$ cat config.mk
export PLATFORM = sky130hd
export DESIGN_NAME = pkt_parse
export DESIGN_NICKNAME = d
export VERILOG_FILES = /design/src/rtl/pkt_pkg.sv /design/src/rtl/pkt_buf.sv /design/src/rtl/pkt_parse.sv
export SDC_FILE = /design/constraint.sdc
export NUM_CORES = 1
export LEC_CHECK = 0
export ABC_AREA = 0
export BUFFER_PORTS_ARGS = -buffer_cell sky130_fd_sc_hd__buf_2
export CAP_MARGIN = 20
export CORE_MARGIN = 5
export CORE_UTILIZATION = 64
export CTS_BUF_LIST = sky130_fd_sc_hd__clkbuf_16
export DETAILED_ROUTE_END_ITERATION = 10
export GPL_TIMING_DRIVEN = 0
export PLACE_DENSITY = 0.86
export RECOVER_POWER = 25
export SLEW_MARGIN = 40
export SYNTH_ARGS = -nofsm -noshare
export SYNTH_HDL_FRONTEND = slang
export SYNTH_HIERARCHICAL = 1
export SYNTH_SLANG_ARGS = --single-unit
$ cat constraint.sdc
create_clock -name clk -period 3.9 [get_ports clk]
set_clock_uncertainty 0.2 [all_clocks]
set_input_delay 0.195 -clock clk [delete_from_list [all_inputs] [get_ports clk]]
set_output_delay 0.195 -clock clk [all_outputs]
set_load 0.02 [all_outputs]
$ cat src/rtl/pkt_pkg.sv
// pkt_pkg: shared constants, state encoding and error codes for the frame parser.
package pkt_pkg;
  localparam logic [7:0] HEAD0 = 8'h55;
  localparam logic [7:0] HEAD1 = 8'hAA;
  localparam int MAX_PAY = 16;
  typedef enum logic [3:0] {ST_IDLE, ST_HEAD, ST_CMD, ST_DATA, ST_CHECK, ST_DONE, ST_DROP} state_t;
  typedef enum logic [1:0] {ERR_HEAD, ERR_SHORT, ERR_LONG, ERR_CSUM} err_t;
  function automatic logic [15:0] sat_inc(input logic [15:0] v, input logic en);
    return v + 16'(en && v != 16'hFFFF);
  endfunction
endpackage

$ cat src/rtl/pkt_buf.sv
// pkt_buf: 16x8 payload register file, one write port, combinational read port.
module pkt_buf
  import pkt_pkg::*;
(
  input  logic       clk,
  input  logic       rst,
  input  logic       we,
  input  logic [3:0] wa,
  input  logic [7:0] wd,
  input  logic [3:0] ra,
  output logic [7:0] rd
);
  logic [7:0] mem [MAX_PAY];
  always_ff @(posedge clk or negedge rst)
    if (!rst) for (int i = 0; i < MAX_PAY; i++) mem[i] <= '0;
    else if (we) mem[wa] <= wd;
  assign rd = mem[ra];
endmodule

$ cat src/rtl/pkt_parse.sv
// pkt_parse: 55 AA cmd payload chk frame parser with held-frame buffer.
// Define PKT_PARSE_STAT_EN to build the good/bad/overrun statistics counters.
module pkt_parse
  import pkt_pkg::*;
(
  input  logic        clk,
  input  logic        rst,
  input  logic [7:0]  rxd,
  input  logic        rxen,
  input  logic        fs,
  output logic        fd,
  output logic [7:0]  cmd,
  output logic [4:0]  pay_len,
  input  logic [3:0]  rd_addr,
  output logic [7:0]  rd_data,
  output logic        err,
  output logic [1:0]  err_code,
  output logic [3:0]  so,
  output logic [15:0] good_cnt,
  output logic [15:0] bad_cnt,
  output logic [15:0] ovr_cnt
);
  state_t state, state_d;
  err_t code_d;
  logic [7:0] cand, sum, last, buf_rd;
  logic [4:0] cnt;
  logic err_d, we, commit;
  always_comb begin
    state_d = state;
    err_d = 1'b0;
    code_d = ERR_HEAD;
    we = 1'b0;
    commit = 1'b0;
    case (state)
      ST_IDLE, ST_DONE:
        if (rxen && (state == ST_IDLE || fs)) begin
          state_d = rxd == HEAD0 ? ST_HEAD : ST_DROP;
          err_d = rxd != HEAD0;
        end else if (state == ST_DONE && fs) state_d = ST_IDLE;
      ST_HEAD: begin
        state_d = !rxen ? ST_IDLE : rxd == HEAD1 ? ST_CMD : ST_DROP;
        err_d = !rxen || rxd != HEAD1;
        code_d = rxen ? ERR_HEAD : ERR_SHORT;
      end
      ST_CMD: begin
        state_d = rxen ? ST_DATA : ST_IDLE;
        err_d = !rxen;
        code_d = ERR_SHORT;
      end
      ST_DATA:
        if (!rxen) begin
          state_d = cnt == 5'd0 ? ST_IDLE : ST_CHECK;
          err_d = cnt == 5'd0;
          code_d = ERR_SHORT;
        end else if (cnt > 5'(MAX_PAY)) begin
          state_d = ST_DROP;
          err_d = 1'b1;
          code_d = ERR_LONG;
        end else we = cnt != 5'd0;
      ST_CHECK: begin
        commit = sum == last;
        state_d = commit ? ST_DONE : ST_IDLE;
        err_d = !commit;
        code_d = ERR_CSUM;
      end
      ST_DROP: state_d = rxen ? ST_DROP : ST_IDLE;
      default: state_d = ST_IDLE;
    endcase
  end
  always_ff @(posedge clk or negedge rst)
    if (!rst) state <= ST_IDLE;
    else state <= state_d;
  // Bytes are written one behind arrival so the trailing chk never lands in the buffer.
  always_ff @(posedge clk or negedge rst)
    if (!rst) begin
      fd <= 1'b0;
      err <= 1'b0;
      err_code <= '0;
      cmd <= '0;
      pay_len <= '0;
      cand <= '0;
      sum <= '0;
      last <= '0;
      cnt <= '0;
    end else begin
      err <= err_d;
      if (err_d) err_code <= code_d;
      if (state == ST_CMD && rxen) begin
        cand <= rxd;
        sum <= rxd;
        cnt <= '0;
      end
      if (state == ST_DATA && rxen) begin
        last <= rxd;
        cnt <= cnt + 5'(cnt != 5'h1F);
        if (we) sum <= sum + last;
      end
      if (commit) begin
        cmd <= cand;
        pay_len <= cnt - 5'd1;
      end
      fd <= state == ST_DONE && !fs;
    end
  pkt_buf u_buf (
    .clk(clk),
    .rst(rst),
    .we(we),
    .wa(4'(cnt - 5'd1)),
    .wd(last),
    .ra(rd_addr),
    .rd(buf_rd)
  );
  assign rd_data = {1'b0, rd_addr} < pay_len ? buf_rd : 8'h00;
  assign so = state;
`ifdef PKT_PARSE_STAT_EN
  logic rxen_q;
  always_ff @(posedge clk or negedge rst)
    if (!rst) begin
      rxen_q <= 1'b0;
      good_cnt <= '0;
      bad_cnt <= '0;
      ovr_cnt <= '0;
    end else begin
      rxen_q <= rxen;
      good_cnt <= sat_inc(good_cnt, commit);
      bad_cnt <= sat_inc(bad_cnt, err_d);
      ovr_cnt <= sat_inc(ovr_cnt, state == ST_DONE && !fs && rxen && !rxen_q);
    end
`else
  assign good_cnt = '0;
  assign bad_cnt = '0;
  assign ovr_cnt = '0;
`endif
endmodule

==> results of run 1 <==
-- area by class of cell --
| cell class | instances | area, um^2 | share of cell area, % |
|---|---|---|---|
| Buffer | 85 | 554 | 5.30 |
| Tap cell | 180 | 225 | 2.15 |
| Timing Repair Buffer | 56 | 368 | 3.52 |
| Multi-Input combinational cell | 483 | 4230 | 40.4 |
| Sequential cell | 177 | 4430 | 42.4 |
| Inverter | 21 | 81.3 | 0.778 |
| Clock inverter | 15 | 143 | 1.36 |
| Clock buffer | 17 | 425 | 4.07 |
-- worst reg2reg max path: cells and delay by family, from the launching register on --
family / cells / cell delay [ns]
adder cells (fa/ha/maj): 2 / 0.58
multiplexers: 1 / 0.42
AND/OR/NAND/NOR: 4 / 1.07
buffers and inverters: 3 / 0.41
flip-flops: 1 / 0.45
-- sequential cells by signal (all words and copies together), names as in the netlist --
signal and count:
u_buf/mem 128, cand 8, cmd 8, last 8
sum 8, cnt 5, pay_len 5, so 3
err_code 2, err 1, fd 1
-- metal layers --
metal  routed length [um]  track usage [%]
met5                    0                0
met4                  588             10.4
met3                 1480             5.28
met2                10900             45.9
met1                 8610             35.7
-- placed cells by master, fill, tap and decap left out, drive strengths merged, types with 7 or more instances in the layout --
cell type / synthesis / routed
nor3: 13 / 13
ha: 16 / 16
nand3: 10 / 10
mux4: 32 / 32
dlygate4sd3: 0 / 11
clkbuf: 16 / 34
o21ai: 19 / 19
a21boi: 8 / 8
a22oi: 16 / 16
mux2: 137 / 137
dfrtp: 177 / 177
nor2: 17 / 17
a31oi: 7 / 7
nand2: 75 / 75
inv: 21 / 22
clkinv: 0 / 9
a21oi: 11 / 11
conb: 1 / 49
buf: 69 / 113
-- power groups by stage --
stage / sequential [mW] / combinational [mW] / clock, mW
finish: 2.37 / 1.73 / 1.65
CTS: 2.35 / 1.71 / 1.66
floorplan: 2.36 / 1.14 / 0
global route: 2.39 / 1.88 / 1.75
global placement: 2.35 / 1.58 / 0
detailed placement: 2.38 / 1.66 / 0
-- path summary, 6_finish.rpt --
check / startpoint / end / slack [ns]
worst max-delay path: cnt[0] / u_buf/mem[116] / 0.65
worst min-delay path: rst / cnt[1] / 0.07
worst max register to register: cnt[0] / u_buf/mem[116] / 0.65
worst min register to register: cand[5] / cand[5] / 0.28
max in group asynchronous: rst / u_buf/mem[43] / 1.60
min in group clk: cand[5] / cand[5] / 0.28
-- metrics by stage --
| step | total power [mW] | cells |
|---|---|---|
| after floorplan | 3.50 | 766 |
| after global placement | 3.93 | 989 |
| after detailed placement | 4.04 | 991 |
| after CTS | 5.72 | 1034 |
| after global routing | 6.02 | 1034 |
| final | 5.74 | 1034 |
-- logic make-up (layout without fill, tap and decap cells) --
group | after synthesis | in the layout | share of synthesized area (%)
flops | 177 | 177 | 48.7
mux | 172 | 172 | 25.5
simple gates | 157 | 157 | 9.79
buf+inv | 106 | 194 | 6.98
compound gates | 80 | 80 | 5.79
fa+ha+maj | 17 | 17 | 2.42
xor+xnor | 8 | 8 | 0.770
other cells | 1 | 49 | 0.0412
-- repair_timing --
item,4_1_cts,5_1_grt
endpoints found under the hold margin,134,0
hold buffers,11,0
endpoints found under the setup margin,0,0
==> impl_metrics.toml, run 1 <==
[route]
drt-initial-drc-count = 674
avgRoutedWirePerCell_um = 20.9
first_pass_iters = 5
viasPerCell = 6.03
drc = 0
ant_nets = 0
vias = 6230
routed_wl_um = 21600

[yosys]
ys_ff_latch = 177
synthTopCellsByCount = "dfrtp_1 (177), mux2_2 (128), nand2_1 (74)"
synthDistinctLibCells = 63
synth_top_area_share_pct = 48.7
syn_inst = 718
synth_top_flop_cell = "dfrtp_1"
yosys.area.top_type = "dfrtp_1"
synth_edf_count = 0
syn_avg_cell_area_um2 = 12.7
ys_seq_area_share_pct = 48.7
synth_area_leaders = "dfrtp_1 (49%), mux2_2 (16%), mux4_2 (7.9%), buf_4 (4.4%), nand2_1 (3.1%)"
yosys.cell_count.top_type = "dfrtp_1"
synth_area_um2 = 9100
synth_warnings = 6
async_reset_ff_share_pct = 100

[global_routing]
grt_pass1_vias = 6686
grt_max_degree = 69
grt_util_all_layers_pct = 27.4
overflow = 0
antenna_found_initial = 0
grt_pass1_wl_um = 35200

[final_layout]
finish.utilization_pct = 75.0
nets = 874
syn2layout_area_growth_pct = 14.9
num_antenna_cells = 0
stdcell_area_um2 = 10500
nFillCells = 854
drive_above_1_share_pct = 39.7

[power]
power_density_nw_per_um2 = 549
p_int_mw = 3.66
power_frac_comb_pct = 30.2
p_sw_mw = 2.09
p_clk_share_pct = 28.7
leakage_nw = 5.34
seqPwrFrac_pct = 41.2
sw_frac_of_total_pct = 36.4
max-vdd-ir-drop_v = 0.000564

[timing]
hold_slack_ns = 0.0726
setup_viol = 0
max_slew.worst_pin.slew_ns = 1.40
finalSetupTns_ns = 0
post-route-period-util_pct = 83.4
maxSlewViolCount = 0
max_freq_mhz = 308
rsz0062_at_grt = "false"
timing.slew.headroom_pct = 6.81
fin_ws_ns = 0.648
period_minus_slack_ns = 3.25
hold_violations = 0

[critical_path]
critPathArrivalTime_ns = 3.36
reg2regPathDepth = 10
cp_cell_sequence = "inv_1 > ha_1 > nand2_1 > inv_1 > ha_1 > nand2_4 > inv_4 > nand2_1 > nor4_4 > mux2_2"
crit_family = "simple AND/OR/NAND/NOR gates"
path_buf_inv = 3
crit_required_ns = 4.01
path_max_fanout = 15
slowest_stage = "nor4_4"
crit_path_start_kind = "flop"
endpoint_kind = "flop"
path_class = "flop to flop"
path_depth = 10
crit_path_max_incr_delay_ns = 0.61

[floorplanning]
initial_core_util_pct = 65.3
ioPinCount = 93
die_h_um = 129
die_x_um = 129
die_area_um2 = 16700
num_rows = 43
core_region_area_um2 = 13900

[clock_tree]
cts_setup_buffers = 0
clockRootBuffer = "clkbuf_16"
numClockSinks = 177
cts_tree = "yes"
cts_max_path_buffers = 2
clk_pin_slew_ns = 0.07
cts_buffers = 17
ctsHtreeMaxLevel = 4
cts_resized = 0
clk_latency_ns = 0.43

[placed_design]
place.gp.congestion = 0.862
numPortBuffers = 43
dp_slack_ns = 0.785
dpl-instance-area_um2 = 9790
hpwl_um = 14900

[min_path]
hold_path.class = "input port to async pin"

[flow_run]
cap_violations = 0

[outcome]
status = "finished, final reports clean"
Power figures use the tool's default switching activity.
==> inputs of run 2 (changes only) <==
- CORE_UTILIZATION: 64 -> 54
- PLACE_DENSITY: 0.86 -> 0.77
- clock period: 3.9 -> 2.91 ns (I/O delays scaled with it)
==> impl_metrics.toml, run 2 (synthesized netlist as in run 1, its figures left out) <==
[route]
viasPerCell = 5.62
routed_wl_um = 20700
first_pass_iters = 5
avgRoutedWirePerCell_um = 19.2
drc = 0
drt-initial-drc-count = 344
ant_nets = 0
vias = 6063

[timing]
max_freq_mhz = 356
hold_slack_ns = 0.280
setup_viol = 0
maxSlewViolCount = 40
fin_ws_ns = 0.0992
hold_violations = 0
period_minus_slack_ns = 2.81
timing.slew.headroom_pct = -31.5
rsz0062_at_grt = "true"
finalSetupTns_ns = 0
max_slew.worst_pin.slew_ns = 1.97
post-route-period-util_pct = 96.6

[global_routing]
grt_max_degree = 75
grt_pass1_wl_um = 34600
grt_util_all_layers_pct = 22.2
antenna_found_initial = 0
grt_pass1_vias = 6308
overflow = 0

[final_layout]
drive_above_1_share_pct = 40.0
num_antenna_cells = 0
syn2layout_area_growth_pct = 17.6
multi_input_area_um2 = 4250
largest_register = "u_buf/mem"
finish.utilization_pct = 64.5
nets = 879
final_common_cell = "dfrtp_1"
nFillCells = 1258
largest_reg_flops = 128
mostFrequentLayoutCells = "dfrtp_1 (176), mux2_2 (128), nand2_1 (73)"
regArea_um2 = 4430

[clock_tree]
clk_latency_ns = 0.42
cts_max_path_buffers = 2
ctsHtreeMaxLevel = 4
clk_pin_slew_ns = 0.07
cts_tree = "yes"
clockRootBuffer = "clkbuf_16"
numClockSinks = 177
cts_buffers = 17

[critical_path]
slowest_stage = "or4_4"
cp_cell_sequence = "inv_1 > ha_1 > nand2_1 > inv_1 > ha_1 > nand2_4 > inv_6 > nand2b_2 > or4_4 > buf_6 > mux2_4"
crit_family = "simple AND/OR/NAND/NOR gates"
endpoint_kind = "flop"
crit_path_start_kind = "flop"
path_buf_inv = 4
path_max_fanout = 15
crit_path_max_incr_delay_ns = 0.44
path_class = "flop to flop"
crit_required_ns = 3.01
critPathArrivalTime_ns = 2.91

[floorplanning]
ioPinCount = 93
num_rows = 47
initial_core_util_pct = 54.9
die_h_um = 140
die_area_um2 = 19500
die_x_um = 140
core_region_area_um2 = 16600

[placed_design]
place.gp.congestion = 0.880
dp_slack_ns = -0.201
numPortBuffers = 43
hpwl_um = 14000

[outcome]
violations = "capacitance limit, slew limit"
status = "finished with violations"

[flow_run]
cap_violations = 1

[power]
leakage_nw = 5.43
max-vdd-ir-drop_v = 0.000476
power_density_nw_per_um2 = 736
p_total_mw = 7.88

[min_path]
hold_path.class = "flop to flop"
[run 2: cell types whose count changed in the layout (fill, tap and decap cells not counted), moves of 2 or more]
cell | previous run | this run
nor2_2 | 7 | 5
buf_12 | 0 | 5
clkinv_2 | 6 | 0
bufinv_16 | 2 | 4
clkinv_1 | 1 | 3
nor2_4 | 0 | 2
[run 2: repair_timing]
item,4_1_cts,5_1_grt
pin swaps,7,0
hold endpoints to repair,205,0
hold buffers,11,0
endpoints found under the setup margin,62,94
buffers inserted,6,0
resized for setup,4,5
[run 2: worst paths after layout]
kind                                        to  cells after the start  slack, ns    start
worst max-delay path            u_buf/mem[120]                     11        0.1   cnt[0]
worst min-delay path                   cand[2]                      2       0.28  cand[2]
worst max register to register  u_buf/mem[120]                     11        0.1   cnt[0]
worst min register to register         cand[2]                      2       0.28  cand[2]
max in group asynchronous        u_buf/mem[45]                      3       0.63      rst
min in group asynchronous              cand[3]                      2       0.71      rst
[run 2: worst reg2reg max path, delay by kind of cell (launching register included)]
family / cells / cell delay (ns)
flip-flops: 1 / 0.37
adder cells (fa/ha/maj): 2 / 0.56
multiplexers: 1 / 0.30
AND/OR/NAND/NOR: 4 / 0.76
buffers and inverters: 4 / 0.51
[run 2: layout make-up]
| cell class | count | share of cell area [%] |
|---|---|---|
| timing repair buffer | 62 | 4.63 |
| buffer | 84 | 5.14 |
| inverter | 21 | 0.783 |
| multi-input combinational | 483 | 39.7 |
| sequential | 177 | 41.4 |
| tap | 220 | 2.57 |
| clock buffer | 17 | 3.97 |
| clock inverter | 15 | 1.80 |
[run 2: metrics by stage]
stage               instances  cell area [um^2]
finish                   1079             10700
detailed placement       1031              9840
floorplan                 766              9280
CTS                      1079             10700
global route             1079             10700
global placement         1029              9770
[run 2: power by group]
part           internal, mW  leakage [nW]  switching, mW
combinational         0.868          2.71           1.47
clock                  1.43         0.293          0.964
sequential             2.78          2.42          0.365
total                  5.08          5.43           2.80
[run 2: routing by layer]
metal,up-vias,GRT usage (%),part of all wire [%]
met5,-,0,0
li1,2727,-,-
met4,0,6.68,2.1
met1,3103,29.7,43
met3,34,4.77,5.2
met2,199,36.6,50
